===== src/rtl/alu_trace_pkg.sv =====
// Shared constants and types for the ALU result tracer.
// Optional macro ALU_TRACE_TRIGGER_EN selects the ARMED start state.
package alu_trace_pkg;

  localparam int DATA_WIDTH_DEF  = 32;
  localparam int DEPTH_DEF       = 16;
  localparam int CYCLE_WIDTH_DEF = 16;

  localparam logic [1:0] ST_IDLE  = 2'd0;
  localparam logic [1:0] ST_RUN   = 2'd1;
  localparam logic [1:0] ST_ARMED = 2'd2;

  typedef struct packed {
    logic [DATA_WIDTH_DEF-1:0]  data;
    logic [CYCLE_WIDTH_DEF-1:0] cycle;
  } trace_entry_t;

  // State entered on reset and on clr.
  function automatic logic [1:0] start_state();
`ifdef ALU_TRACE_TRIGGER_EN
    return ST_ARMED;
`else
    return ST_IDLE;
`endif
  endfunction

endpackage


===== src/rtl/trace_fifo.sv =====
// Show-ahead synchronous FIFO; owns pointers, occupancy and push/pop priority.
// Head data reads as zero while empty.
module trace_fifo #(
  parameter int WIDTH = 48,
  parameter int DEPTH = 16
) (
  input  logic                       clk,
  input  logic                       reset,
  input  logic                       clr,
  input  logic                       push,
  input  logic [WIDTH-1:0]           din,
  input  logic                       pop,
  output logic [WIDTH-1:0]           dout,
  output logic                       valid,
  output logic                       full,
  output logic [$clog2(DEPTH+1)-1:0] count,
  output logic                       drop
);

  localparam int AW = $clog2(DEPTH);
  localparam int CW = $clog2(DEPTH+1);
  localparam logic [CW-1:0] CNT_FULL = CW'(DEPTH);
  localparam logic [CW-1:0] CNT_ZERO = {CW{1'b0}};

  logic [WIDTH-1:0] mem_r [DEPTH];
  logic [AW-1:0]    wr_ptr_r;
  logic [AW-1:0]    rd_ptr_r;
  logic [CW-1:0]    count_r;
  logic [CW-1:0]    count_nxt_s;
  logic             full_r;
  logic             valid_r;
  logic             push_ok_s;
  logic             pop_ok_s;

  // Accept/drop decisions and next occupancy; a full FIFO takes a push only alongside a pop.
  always_comb begin
    pop_ok_s    = pop && valid_r;
    push_ok_s   = push && (!full_r || pop_ok_s);
    drop        = push && full_r && !pop_ok_s;
    count_nxt_s = count_r;
    case ({push_ok_s, pop_ok_s})
      2'b10:   count_nxt_s = count_r + CW'(1);
      2'b01:   count_nxt_s = count_r - CW'(1);
      default: count_nxt_s = count_r;
    endcase
  end

  // Pointer, occupancy and status flag registers.
  always_ff @(posedge clk) begin
    if (reset || clr) begin
      wr_ptr_r <= {AW{1'b0}};
      rd_ptr_r <= {AW{1'b0}};
      count_r  <= CNT_ZERO;
      full_r   <= 1'b0;
      valid_r  <= 1'b0;
    end else begin
      if (push_ok_s) wr_ptr_r <= wr_ptr_r + AW'(1);
      if (pop_ok_s)  rd_ptr_r <= rd_ptr_r + AW'(1);
      count_r <= count_nxt_s;
      full_r  <= (count_nxt_s == CNT_FULL);
      valid_r <= (count_nxt_s != CNT_ZERO);
    end
  end

  // Storage array write port.
  always_ff @(posedge clk) begin
    if (push_ok_s && !clr && !reset) mem_r[wr_ptr_r] <= din;
  end

  assign dout  = valid_r ? mem_r[rd_ptr_r] : {WIDTH{1'b0}};
  assign valid = valid_r;
  assign full  = full_r;
  assign count = count_r;

endmodule


===== src/rtl/alu_result_tracer.sv =====
// Timestamps each distinct ALUResultOut value and queues it for a host to drain.
// Macro ALU_TRACE_TRIGGER_EN adds trigger_value and the ARMED start state.
module alu_result_tracer
  import alu_trace_pkg::*;
#(
  parameter int DATA_WIDTH  = DATA_WIDTH_DEF,
  parameter int DEPTH       = DEPTH_DEF,
  parameter int CYCLE_WIDTH = CYCLE_WIDTH_DEF
) (
  input  logic                       clk,
  input  logic                       reset,
  input  logic [DATA_WIDTH-1:0]      alu_result_in,
  input  logic                       sample_en,
  input  logic                       clr,
  input  logic                       rd_en,
`ifdef ALU_TRACE_TRIGGER_EN
  input  logic [DATA_WIDTH-1:0]      trigger_value,
`endif
  output logic                       rd_valid,
  output logic [DATA_WIDTH-1:0]      rd_data,
  output logic [CYCLE_WIDTH-1:0]     rd_cycle,
  output logic                       full,
  output logic [$clog2(DEPTH+1)-1:0] count,
  output logic                       overflow
);

  typedef struct packed {
    logic [DATA_WIDTH-1:0]  data;
    logic [CYCLE_WIDTH-1:0] cycle;
  } entry_t;

  logic [1:0]             state_r;
  logic [1:0]             state_nxt_s;
  logic                   capture_s;
  logic                   drop_s;
  logic [DATA_WIDTH-1:0]  last_value_r;
  logic [CYCLE_WIDTH-1:0] cyc_r;
  logic                   overflow_r;
  entry_t                 push_entry_s;
  entry_t                 head_entry_s;

  // Capture decision and FSM next state; clr overrides any capture.
  always_comb begin
    state_nxt_s = state_r;
    capture_s   = 1'b0;
    if (clr) begin
      state_nxt_s = start_state();
    end else begin
      case (state_r)
        ST_IDLE: begin
          if (sample_en) begin
            capture_s   = 1'b1;
            state_nxt_s = ST_RUN;
          end else begin
            state_nxt_s = ST_IDLE;
          end
        end
        ST_RUN: begin
          capture_s = sample_en && (alu_result_in != last_value_r);
        end
`ifdef ALU_TRACE_TRIGGER_EN
        ST_ARMED: begin
          if (sample_en && (alu_result_in == trigger_value)) begin
            capture_s   = 1'b1;
            state_nxt_s = ST_RUN;
          end else begin
            state_nxt_s = ST_ARMED;
          end
        end
`endif
        default: state_nxt_s = start_state();
      endcase
    end
  end

  // FSM state, free-running timestamp and last captured value.
  always_ff @(posedge clk) begin
    if (reset) begin
      state_r      <= start_state();
      cyc_r        <= {CYCLE_WIDTH{1'b0}};
      last_value_r <= {DATA_WIDTH{1'b0}};
    end else begin
      state_r <= state_nxt_s;
      cyc_r   <= cyc_r + CYCLE_WIDTH'(1);
      if (capture_s) last_value_r <= alu_result_in;
    end
  end

  // Sticky overflow: set when a capture is refused by a full FIFO.
  always_ff @(posedge clk) begin
    if (reset || clr) begin
      overflow_r <= 1'b0;
    end else if (drop_s) begin
      overflow_r <= 1'b1;
    end
  end

  assign push_entry_s = '{data: alu_result_in, cycle: cyc_r};

  trace_fifo #(
    .WIDTH (DATA_WIDTH + CYCLE_WIDTH),
    .DEPTH (DEPTH)
  ) u_fifo (
    .clk   (clk),
    .reset (reset),
    .clr   (clr),
    .push  (capture_s),
    .din   (push_entry_s),
    .pop   (rd_en),
    .dout  (head_entry_s),
    .valid (rd_valid),
    .full  (full),
    .count (count),
    .drop  (drop_s)
  );

  assign rd_data  = head_entry_s.data;
  assign rd_cycle = head_entry_s.cycle;
  assign overflow = overflow_r;

endmodule


===== config.mk =====
export PLATFORM = sky130hd
export DESIGN_NAME = alu_result_tracer
export DESIGN_NICKNAME = d
export VERILOG_FILES = /design/src/rtl/alu_trace_pkg.sv /design/src/rtl/trace_fifo.sv /design/src/rtl/alu_result_tracer.sv
export SDC_FILE = /design/constraint.sdc
export NUM_CORES = 1
export LEC_CHECK = 0
export ABC_AREA = 1
export ABC_CLOCK_PERIOD_IN_PS = 8600
export CELL_PAD_IN_SITES_DETAIL_PLACEMENT = 1
export CELL_PAD_IN_SITES_GLOBAL_PLACEMENT = 1
export CORE_UTILIZATION = 35
export CTS_CLUSTER_SIZE = 8
export DETAILED_ROUTE_END_ITERATION = 8
export GPL_ROUTABILITY_DRIVEN = 0
export HOLD_SLACK_MARGIN = 0.02
export PLACE_DENSITY_LB_ADDON = 0.1
export SLEW_MARGIN = 20
export SYNTH_ARGS = -nofsm -noshare
export SYNTH_HDL_FRONTEND = slang
export SYNTH_HIERARCHICAL = 1
export SYNTH_SLANG_ARGS = --single-unit

===== constraint.sdc =====
create_clock -name clk -period 8.6 [get_ports clk]
set_input_delay 2.15 -clock clk [delete_from_list [all_inputs] [get_ports clk]]
set_output_delay 2.15 -clock clk [all_outputs]
set_load 0.05 [all_outputs]

* Word-level counts from Yosys, hierarchy flattened *
Memories as Yosys holds them, arrays and structs flattened. A register that Yosys moved wholly into a read port is not among the register bits.
Index checks and enable logic that the tools add are counted.

operators by class
  reductions and logical operators = 16
  equality and inequality tests = 5
  $add $sub $neg = 5
  muxes and demuxes = 11

operators by type and width
  cell                                                 count
  2-to-1 mux 48 bit                                    1
  inequality test 32 bit                               1
  adder 16 x 1 -> 16 bit, second input constant        1
  one-hot mux 5 bit (2 select lines)                   1
  adder 4 x 1 -> 4 bit, second input constant          2
  2-to-1 mux 4 bit                                     2
  logical AND 1 bit                                    7
  adder 5 x 1 -> 5 bit, second input constant          1
  equality test 5 bit, second input constant           1
  2-to-1 mux 1 bit                                     5
  nonzero test 5 bit                                   1
  subtractor 5 x 1 -> 5 bit, second input constant     1
  equality test 2 x 1 -> 1 bit, second input constant  2
  logical NOT 1 bit                                    4
  one-hot mux 2 bit (2 select lines)                   1
  equality test 2 bit, second input constant           1
  logical NOT 2 bit                                    1
  logical OR 1 bit                                     2
  one-hot mux 1 bit (2 select lines)                   1
  OR reduction 2 bit                                   1

word-level totals
  memories kept = 1
  output and inout port bits = 56
  input port bits = 37
  register bits = 66
  memory bits (writable) = 768

memory list
  name          depth  bits a word  rd ports  clocked after memory_dff  write ports  line              source
  u_fifo.mem_r  16     48           1         1                         1            trace_fifo.sv:25  logic [WIDTH-1:0] mem_r [DEPTH];

* Longest topological paths before layout *
  depth after elaboration = 9
  mapped depth = 28
  depth with buffers taken out = 26

* Modules after synthesis *
Netlist, hierarchy kept.

modules (own cells, without submodules)
  module             area each (µm²)  instances  cells an instance  sequential area each (µm²)
  trace_fifo         31231.2          1          2389               23442.5
  alu_result_tracer  2628.8           1          413                1001.0

* Worst setup path before layout *
OpenSTA, ideal clock, no wires.

  path type = input port to flip-flop
  start = input sample_en
  end = memory u_fifo.mem_r[9][0], enable pin
  setup slack = 1.408 ns
  arrival = 6.678 ns
  stages on the path = 9
  buffers on the path = 2
  cell sequence = inv_1 > nor2_1 > clkbuf_1 > clkbuf_1 > and2_1 > nand2_1 > nor2_1 > inv_1 > nor3_1

on the way
  word-level cells in the longest chain between the ends = 8
  elaborated cells between the ends (all ways) = 9
  classes of those cells = mux (5); reduce/logical (4)

ends and longest elaborated chain
  element                                                line                                              source
  start, declared                                        alu_result_tracer.sv:13                           input logic sample_en,
  2-to-1 mux 1 bit or logical AND 1 bit (tied branches)  alu_result_tracer.sv:51, alu_result_tracer.sv:59
  one-hot mux 1 bit (2 select lines) (*)                 alu_result_tracer.sv:49                           case (state_r)
  2-to-1 mux 1 bit (*)                                   alu_result_tracer.sv:46                           if (clr) begin
  net capture_s                                          alu_result_tracer.sv:34                           logic capture_s;
  logical AND 1 bit (*)                                  trace_fifo.sv:38                                  push_ok_s = push && (!full_r || pop_ok_s);
  logical AND 1 bit (*) (2 in series)                    trace_fifo.sv:67                                  if (push_ok_s && !clr && !reset) mem_r[wr_ptr_r] <= din;
  2-to-1 mux 1 bit (*)                                   trace_fifo.sv:67
  2-to-1 mux 1 bit (implied by the code) (*)             trace_fifo.sv:67
  end, declared                                          trace_fifo.sv:25

Mark *: on every way through the listed nets, which the timed path passes. The rest lies on a longest branch.

==> tab_implementation.tex <==
\begin{tabular}{lr}
\hline
Metric & Value \\
\hline
\multicolumn{2}{l}{\textbf{Outcome}} \\
Outcome & complete, no violations \\
\multicolumn{2}{l}{\textbf{Drt}} \\
Detailed Route Iter0 Violations & around 1300 \\
Routed wl met3 & 3014 um \\
Number of vias after detailed routing & between 20000 and 25000 \\
Final routed DRC violation total & 0 \\
Count of antenna-violating nets left after detailed routing & 0 \\
Met1 Routed Length & approximately 46000 um \\
Top layer in use & met4 \\
Amount of wire on met2 after detailed routing & roughly 48000 um \\
Average via count per standard cell & 5.228 \\
DR pass1 iterations & 5 \\
Wire length per cell & 23.44 um \\
Total Routed Length & 99440 um \\
\multicolumn{2}{l}{\textbf{Worst setup path}} \\
Worst R2R Path Depth & 12 \\
Crit start category & flip-flop \\
Crit path DAT & 4.59 ns \\
Slowest-stage cell, CP & dfxtp\_4 \\
Origin of the critical flop-to-flop path & last\_value\_r[21] \\
Critical path class & flip-flop to output port \\
Maximum fanout encountered on the critical timing path & 179 \\
Crit. End Element & output port \\
Ordered list of cells on the worst path & clkinv\_8, buf\_4, o21ai\_0, o211ai\_1, nand3\_1, a21oi\_1, clkdlybuf4s50\_1 \\
Data required, critical path & 6.45 ns \\
Worst stage delay on the critical path & approximately 0.92 ns \\
\multicolumn{2}{l}{\textbf{Synthesis}} \\
Sequential area share after synthesis & 0.7219 \\
Instance count of the mapped netlist & about 2800 \\
Average instance area after synthesis & 12.08 um\^{}2 \\
Number of library cell types mapped by synthesis & 30 \\
Synthesis-stage register bit count & 837 \\
Syn nets & between 2000 and 3000 \\
Netlist area before placement & approximately 34000 um\^{}2 \\
Number of warning messages in the yosys log & 6 \\
\multicolumn{2}{l}{\textbf{Global routing}} \\
Via count of the first global-routing pass & approximately 24000 \\
Wire length of the first global-routing pass & 149300 um \\
Total congestion overflow after global routing & 0 \\
Initial antenna violation count & 3 \\
Overall global routing resource usage & 0.2024 \\
Pin count of the biggest net entering global routing & approximately 200 \\
\multicolumn{2}{l}{\textbf{Worst hold path}} \\
Worst hold path type & flip-flop to flip-flop \\
Worst Hold Launch & u\_fifo/rd\_ptr\_r[3] \\
Worst Hold Depth & 1 \\
\multicolumn{2}{l}{\textbf{Final layout}} \\
Post-synthesis to final-layout area growth & 16.05\% \\
Final nets & a little under 3000 \\
Final std cells w/o fill & about 4200 \\
Most common cell after layout, fill and taps aside & edfxtp\_1 \\
Proportion of layout cells with a drive suffix above 1 & 0.06884 \\
Fill cell count & around 10000 \\
Diodes inserted & 0 \\
Most used cells in the layout excluding fill and tap cells & 768 x edfxtp\_1, 653 x nor2\_1, 286 x o21ai\_0, 192 x o211ai\_1, 145 x nand3\_1 \\
\multicolumn{2}{l}{\textbf{Timing}} \\
Shortest period the worst path allows & 6.743 ns \\
Fmax & about 150 MHz \\
TNS Setup & 0 ns \\
Worst-case clock skew & between 0.02 and 0.025 ns \\
Worst hold slack after final layout & 0.4290 ns \\
Final Max Tran Viols & 0 \\
Part of the cycle the worst path needs & 0.7841 \\
Unrepaired setup endpoints after global routing & false \\
Max transition margin & 0.2540 \\
Slew of the pin with the lowest slew margin & 1.119 ns \\
Final Hold Vio Count & 0 \\
Final setup violation count & 0 \\
\multicolumn{2}{l}{\textbf{Floorplan}} \\
Top-level port count & 93 \\
Cell row count & between 100 and 150 \\
Width of the die & around 310 um \\
Floorplan core area & roughly 95000 um\^{}2 \\
Die area & just under 100000 um\^{}2 \\
Die Height & 313.0 um \\
Initial Utilization & 0.3548 \\
\multicolumn{2}{l}{\textbf{Clock tree}} \\
CTS tree & built \\
Number of buffers created by CTS & $\sim$110 \\
Hold-fix buffers at CTS & 0 \\
Number of levels the H-tree was split into & 3 \\
Worst skew pair latency & around 0.67 ns \\
Post CTS Setup Buffer Count & 0 \\
Clk pin slew, worst setup/hold paths & approximately 0.050 ns \\
TritonCTS sink count & 837 \\
Post-CTS Resized & 0 \\
CTS Root Cell & clkbuf\_16 \\
CTS max path bufs & 3 \\
\multicolumn{2}{l}{\textbf{Power and ir drop}} \\
Worst ir drop on vdd & 0.0001424 V \\
Power per cell area & around 230 nW/um\^{}2 \\
Lkg Pwr & roughly 13 nW \\
Design Power & about 9 mW \\
\multicolumn{2}{l}{\textbf{Place}} \\
Cell total after placement & between 4000 and 5000 \\
Number of port buffers & approximately 90 \\
Post-DP HPWL & 52330 um \\
\multicolumn{2}{l}{\textbf{Flow run}} \\
Maximum Capacitance Violations & 0 \\
\hline
\end{tabular}
## cell usage after synthesis, drive strengths merged
library cell	number	share of area
xnor2	10	0.0026
and2	1	0.00018
nor3	14	0.0021
edfxtp	768	0.68
o21ai	410	0.061
clkbuf	101	0.011
inv	90	0.010
or2	1	0.00018
nor3b	1	0.00022
dfxtp	69	0.041
o211ai	192	0.043
xor2	4	0.0010
clkinv	6	0.00070
o21a	1	0.00022
nand2	127	0.014
nand4	7	0.0013
buf	81	0.018
a21oi	100	0.015
nand3	146	0.022
nor2	664	0.074
ha	9	0.0033
## state kept, by name, summed over array words and instances (netlist names), named ones only
signal           flops
overflow             1
last_value_r        32
u_fifo/mem_r       768
u_fifo/valid         1
u_fifo/rd_ptr_r      4
u_fifo/count         5
cyc_r               16
state_r              1
u_fifo/wr_ptr_r      4
u_fifo/full          1
## layer usage
layer,vias to the layer above,global-route usage
met5,-,0
met4,0,0.05477
met3,146,0.02872
met2,344,0.3354
met1,11400,0.2779
li1,10290,-
## area by class of cell
| class | instances | area, um^2 | share of cell area |
|---|---|---|---|
| timing repair buffer | 143 | 1379 | 0.03509 |
| multi-input combinational | 1687 | 8188 | 0.2084 |
| sequential | 837 | 24460 | 0.6225 |
| inverter | 96 | 380.4 | 0.009680 |
| tap | 1265 | 1583 | 0.04028 |
| clock inverter | 2 | 17.52 | 0.0004458 |
| clock buffer | 213 | 3288 | 0.08368 |
## logic make-up (layout without fill, tap and decap cells)
| family | count (synthesis) | in the layout | synth area share |
|---|---|---|---|
| AOI/OAI and AO/OA | 703 | 703 | 0.1182 |
| buffers and inverters | 278 | 454 | 0.03961 |
| and+or+nand+nor | 961 | 961 | 0.1134 |
| DFF | 837 | 837 | 0.7219 |
| adders and majority gates | 9 | 9 | 0.003326 |
| xor gates and xnor gates | 14 | 14 | 0.003621 |
## metrics by stage
step | setup WS (ns) | utilization | area, um^2
4_1_cts | 1.745 | 0.4117 | 39290
6_report | 1.857 | 0.4117 | 39290
2_1_floorplan | 1.408 | - | 33860
5_1_grt | 1.527 | 0.4117 | 39290
3_3_place_gp | 2.103 | 0.3771 | 35990
3_5_place_dp | 2.026 | 0.3771 | 35990
## final timing paths
| kind | to | slack [ns] |
|---|---|---|
| min reg2reg | flip-flop | 0.43 |
| max | rd_cycle[0] | 1.86 |
| min | flip-flop | 0.43 |
| max reg2reg | u_fifo/mem_r[2][27] | 5.01 |
## power breakdown
part | internal (mW) | switching [mW] | leakage, nW
clock network | 2.53 | 1.67 | 1.56
registers | 4.45 | 0.0217 | 7.77
logic | 0.101 | 0.244 | 3.74
## critical path: cells and delay by family (launching register included)
kind / cells / cell delay [ns]
flip-flops: 1 / 0.92
buffers and inverters: 3 / 2.16
AO/OA/AOI/OAI: 3 / 0.53
AND/OR/NAND/NOR: 1 / 0.16
Note: power is estimated with default switching activity, not from simulation.
